===== src/rtl/alu_share_arbiter.sv =====
// alu_share_arbiter: shares one ALU between the EX stage (requester 0) and the
// branch/compare unit (requester 1). Round-robin grant, registered ALU inputs,
// registered responses. Fixed 2-cycle accept-to-response latency.
// Optional macro ALU_SHARE_OPCHECK_EN adds per-requester illegal-opcode flags.
module alu_share_arbiter #(
    parameter int unsigned WIDTH = 32
) (
    input  logic             clk,
    input  logic             nReset,
    input  logic             req0Valid,
    output logic             req0Ready,
    input  logic [3:0]       req0Op,
    input  logic [WIDTH-1:0] req0A,
    input  logic [WIDTH-1:0] req0B,
    input  logic             req1Valid,
    output logic             req1Ready,
    input  logic [3:0]       req1Op,
    input  logic [WIDTH-1:0] req1A,
    input  logic [WIDTH-1:0] req1B,
    output logic             rsp0Valid,
    output logic [WIDTH-1:0] rsp0Result,
    output logic             rsp0Zero,
    output logic             rsp1Valid,
    output logic [WIDTH-1:0] rsp1Result,
    output logic             rsp1Zero,
    output logic [3:0]       aluControlOp,
    output logic [WIDTH-1:0] aluNumberA,
    output logic [WIDTH-1:0] aluNumberB,
    input  logic [WIDTH-1:0] aluResult,
    input  logic             aluIsZero
`ifdef ALU_SHARE_OPCHECK_EN
    ,
    output logic             rsp0Illegal,
    output logic             rsp1Illegal
`endif
);

    logic issue_valid;
    logic issue_tag;
    logic last_grant;
    logic grant0_c;
    logic grant1_c;
    logic accept_c;

    // Round-robin grant: a lone requester always wins, a conflict goes to the one not served last.
    always_comb begin
        grant0_c = req0Valid && (!req1Valid || last_grant);
        grant1_c = req1Valid && (!req0Valid || !last_grant);
        accept_c = grant0_c || grant1_c;
    end

    assign req0Ready = grant0_c;
    assign req1Ready = grant1_c;

    // Stage 1: latch the winner into the ALU input registers; hold them when idle.
    always_ff @(posedge clk or negedge nReset) begin
        if (!nReset) begin
            issue_valid  <= 1'b0;
            issue_tag    <= 1'b0;
            last_grant   <= 1'b1;
            aluControlOp <= 4'b0;
            aluNumberA   <= '0;
            aluNumberB   <= '0;
        end else begin
            issue_valid <= accept_c;
            if (accept_c) begin
                issue_tag    <= grant1_c;
                last_grant   <= grant1_c;
                aluControlOp <= grant1_c ? req1Op : req0Op;
                aluNumberA   <= grant1_c ? req1A  : req0A;
                aluNumberB   <= grant1_c ? req1B  : req0B;
            end
        end
    end

    // Stage 2: capture the ALU result into the issuing requester's response registers.
    always_ff @(posedge clk or negedge nReset) begin
        if (!nReset) begin
            rsp0Valid  <= 1'b0;
            rsp0Result <= '0;
            rsp0Zero   <= 1'b0;
            rsp1Valid  <= 1'b0;
            rsp1Result <= '0;
            rsp1Zero   <= 1'b0;
        end else begin
            rsp0Valid <= issue_valid && !issue_tag;
            rsp1Valid <= issue_valid && issue_tag;
            if (issue_valid && !issue_tag) begin
                rsp0Result <= aluResult;
                rsp0Zero   <= aluIsZero;
            end
            if (issue_valid && issue_tag) begin
                rsp1Result <= aluResult;
                rsp1Zero   <= aluIsZero;
            end
        end
    end

`ifdef ALU_SHARE_OPCHECK_EN
    logic issue_illegal;
    logic op_illegal_c;

    // Opcode legality of the operation being accepted this cycle.
    always_comb begin
        op_illegal_c = 1'b1;
        case (grant1_c ? req1Op : req0Op)
            4'b0000, 4'b0001, 4'b0010,
            4'b0110, 4'b0111, 4'b1100: op_illegal_c = 1'b0;
            default:                   op_illegal_c = 1'b1;
        endcase
    end

    // Carry the illegal flag alongside the issued op so it pulses with the response.
    always_ff @(posedge clk or negedge nReset) begin
        if (!nReset) begin
            issue_illegal <= 1'b0;
            rsp0Illegal   <= 1'b0;
            rsp1Illegal   <= 1'b0;
        end else begin
            if (accept_c) begin
                issue_illegal <= op_illegal_c;
            end
            rsp0Illegal <= issue_valid && !issue_tag && issue_illegal;
            rsp1Illegal <= issue_valid && issue_tag && issue_illegal;
        end
    end
`endif

endmodule

===== config.mk =====
export PLATFORM = sky130hd
export DESIGN_NAME = alu_share_arbiter
export DESIGN_NICKNAME = d
export VERILOG_FILES = /design/src/rtl/alu_share_arbiter.sv
export SDC_FILE = /design/constraint.sdc
export NUM_CORES = 1
export LEC_CHECK = 0
export CAP_MARGIN = 20
export CORE_UTILIZATION = 41
export CTS_BUF_LIST = sky130_fd_sc_hd__clkbuf_4 sky130_fd_sc_hd__clkbuf_8 sky130_fd_sc_hd__clkbuf_16
export DETAILED_ROUTE_END_ITERATION = 7
export GPL_TIMING_DRIVEN = 0
export PLACE_DENSITY = 0.78
export SYNTH_ARGS = -nofsm -noshare
export SYNTH_HDL_FRONTEND = slang
export SYNTH_SLANG_ARGS = --single-unit
export TNS_END_PERCENT = 20

===== constraint.sdc =====
create_clock -name clk -period 1.86 [get_ports clk]
set_input_delay 0.186 -clock clk [delete_from_list [all_inputs] [get_ports clk]]
set_output_delay 0.186 -clock clk [all_outputs]
set_load 0.01 [all_outputs]

==> flow_summary.yaml <==
global_routing:
  grt_pass1_vias: 6216
  antenna_found_initial: 0
  overflow: 0
  grt_max_degree: 87
  grt_pass1_wl_mm: 32.8
  track_usage_pct: 26.6
logic_synthesis:
  ys_seq_area_share_pct: 55.5
  synth_area_leaders: "dfrtp_1, mux2_2, o32ai_1, nand2b_1, a21oi_1"
  postSynthNetCount: 714
  yosysTopAreaCellShare_pct: 55.0
  synth_area_per_cell_um2: 11.6
  ys_seq_elements: 139
  synthCells: 541
  synth_area_leader_cell: "dfrtp_1"
  synth.distinct_cells: 20
  yosys_warnings: 0
  netlist_area_mm2: 0.00627
cells_and_area:
  design_area_mm2: 0.0103
  post-route-util_pct: 69.6
  fillers: 1113
  layout_commonest_cell: "clkdlybuf4s50_1"
  nets: 1044
  drive_gt1_share_pct: 14.9
  insertedDiodeCount: 0
  synthToLayoutAreaGrowth_pct: 63.6
  layout_common_cells: "clkdlybuf4s50_1, dfrtp_1"
placed_design:
  gp_congestion: 0.834
  dp_hpwl_mm: 15.7
  place_area_mm2: 0.00963
  port_buffers: 309
sta:
  timing.fmax_ghz: 0.560
  drv_slew: 0
  worstMarginPinSlew_ns: 0.525
  finalCritPeriodShare_pct: 96.1
  finalSetupViolations: 0
  fin_hold_ws_ns: 0.250
  post-route-min-period_ns: 1.79
  finClkSkew_ns: 0.00589
  hold_violations: 0
  maxSlewHeadroom_pct: 65.0
  rsz0062_at_grt: "no"
route:
  vias_per_cell: 5.54
  ant_nets: 0
  drc_errors: 0
  first_pass_iters: 5
  wl_per_cell_um: 19.6
  initialDrtViolationCount: 309
  dr_total_vias: 5915
  wl_mm: 21.0
cts:
  cts_root_buffer: "clkbuf_16"
  cts_tree: "done"
  cts_buffers: 17
  clkSinkCount: 139
  clockBufferDepth: 2
  clk_pin_slew_ns: 0.06
  htreeDepth: 4
  clkLatencyLatePin_ns: 0.41
setup_path:
  worstSetupStartpointType: "flop"
  cp-end-kind: "primary output"
  cp_max_fo: 10
  critical_path_class: "flop to primary output"
  critPathArrivalTime_ns: 1.60
  required_ns: 1.67
power:
  p_total_w: 0.0101
  vdd_drop_max_v: 0.000600
  cellPowerDensity_mw_per_mm2: 988
  power.leakage_nw: 4.02
floorplan:
  core-area_mm2: 0.0148
  die_h_um: 126
  die_x_um: 126
  start_util_pct: 42.5
  dieArea_mm2: 0.0158
  io_pins: 311
  rows: 44
min_path:
  hold_class: "input port to flop"
run_status:
  status: "finished clean"
job:
  maxCapViolations: 0
-- where the power goes --
part | internal [W] | total, W | leakage [nW] | switching (W)
clock network | 0.00217 | 0.00347 | 0.299 | 0.00130
registers | 0.00352 | 0.00380 | 1.60 | 0.000276
logic | 0.00168 | 0.00288 | 2.13 | 0.00119
total | 0.00738 | 0.0101 | 4.02 | 0.00277
-- flip-flops by register name (all words and copies together) (netlist names) --
name	flops
rsp0Result	32
issue_tag	1
rsp1Valid	1
rsp0Zero	1
rsp1Result	32
aluNumberB	32
aluControlOp	4
issue_valid	1
aluNumberA	32
last_grant	1
rsp1Zero	1
rsp0Valid	1
-- Yosys cell counts, drive strengths merged --
cell	instances
a21boi	1
a21o	1
a21oi	68
buf	26
clkbuf	27
dfrtp	138
dfstp	1
inv	2
mux2	66
nand2	1
nand2b	68
nor2	3
nor2b	2
o21ai	68
o32ai	68
or2	1
-- logic make-up (layout without fill, tap and decap cells) --
kind of cell | count (synthesis) | in the layout | share of synthesized area (%)
AO/OA/AOI/OAI | 206 | 206 | 20.6
flip-flops | 139 | 139 | 55.5
AND/OR/NAND/NOR | 75 | 75 | 7.44
multiplexers | 66 | 66 | 11.8
buffers and inverters | 55 | 398 | 4.67
-- metal layers --
layer | vias to the layer above | track usage [%] | wire, µm
li1 | 2678 | - | -
met5 | - | 0 | 0
met1 | 2917 | 30.9 | 8170
met4 | 0 | 12.1 | 795
met2 | 271 | 47.2 | 10700
met3 | 49 | 5.73 | 1320
-- critical path: stages, from the launching register on --
cell,delay (ns)
dfstp_2,0.61
buf_6,0.18
a21boi_0,0.09
dlygate4sd2_1,0.32
-- final timing paths --
| check | from | to | slack, ns | cells after the start |
|---|---|---|---|---|
| worst max register to register | last_grant | aluNumberA[10] | 0.30 | 4 |
| min in group asynchronous | nReset | rsp1Result[25] | 0.32 | 2 |
| max in group asynchronous | nReset | last_grant | 0.73 | 3 |
| worst min-delay path | req1Valid | issue_tag | 0.25 | 3 |
| worst max-delay path | last_grant | req1Ready | 0.07 | 3 |
| worst min register to register | rsp1Result[12] | rsp1Result[12] | 0.50 | 1 |
-- stage by stage --
step	setup TNS, ns	setup slack, ns	std cells
3_5_place_dp	-3.59	-0.473	1035
5_1_grt	0	0.0213	1068
2_1_floorplan	0	0.509	541
4_1_cts	0	0.0285	1068
3_3_place_gp	-662.27	-4.78	1034
6_report	0	0.0731	1068
-- area by class of cell --
type / instances / area [µm²] / share of cell area, %
inverters: 2 / 7.51 / 0.0731
clock inverters: 12 / 164 / 1.60
flip-flops and latches: 139 / 3480 / 33.9
plain buffers: 51 / 284 / 2.77
repair buffers: 313 / 3140 / 30.6
well taps: 184 / 230 / 2.24
multi-input cells: 347 / 2510 / 24.4
clock buffers: 20 / 448 / 4.36
-- what timing repair did --
item,4_1_cts,5_1_grt
endpoints found under the setup margin,2,1
hold endpoints to repair,53,0
cloned,0,0
buffers inserted,2,0
pin swaps,0,0
hold buffers,1,0
gates resized for setup,9,2
Power figures use the tool's default switching activity.
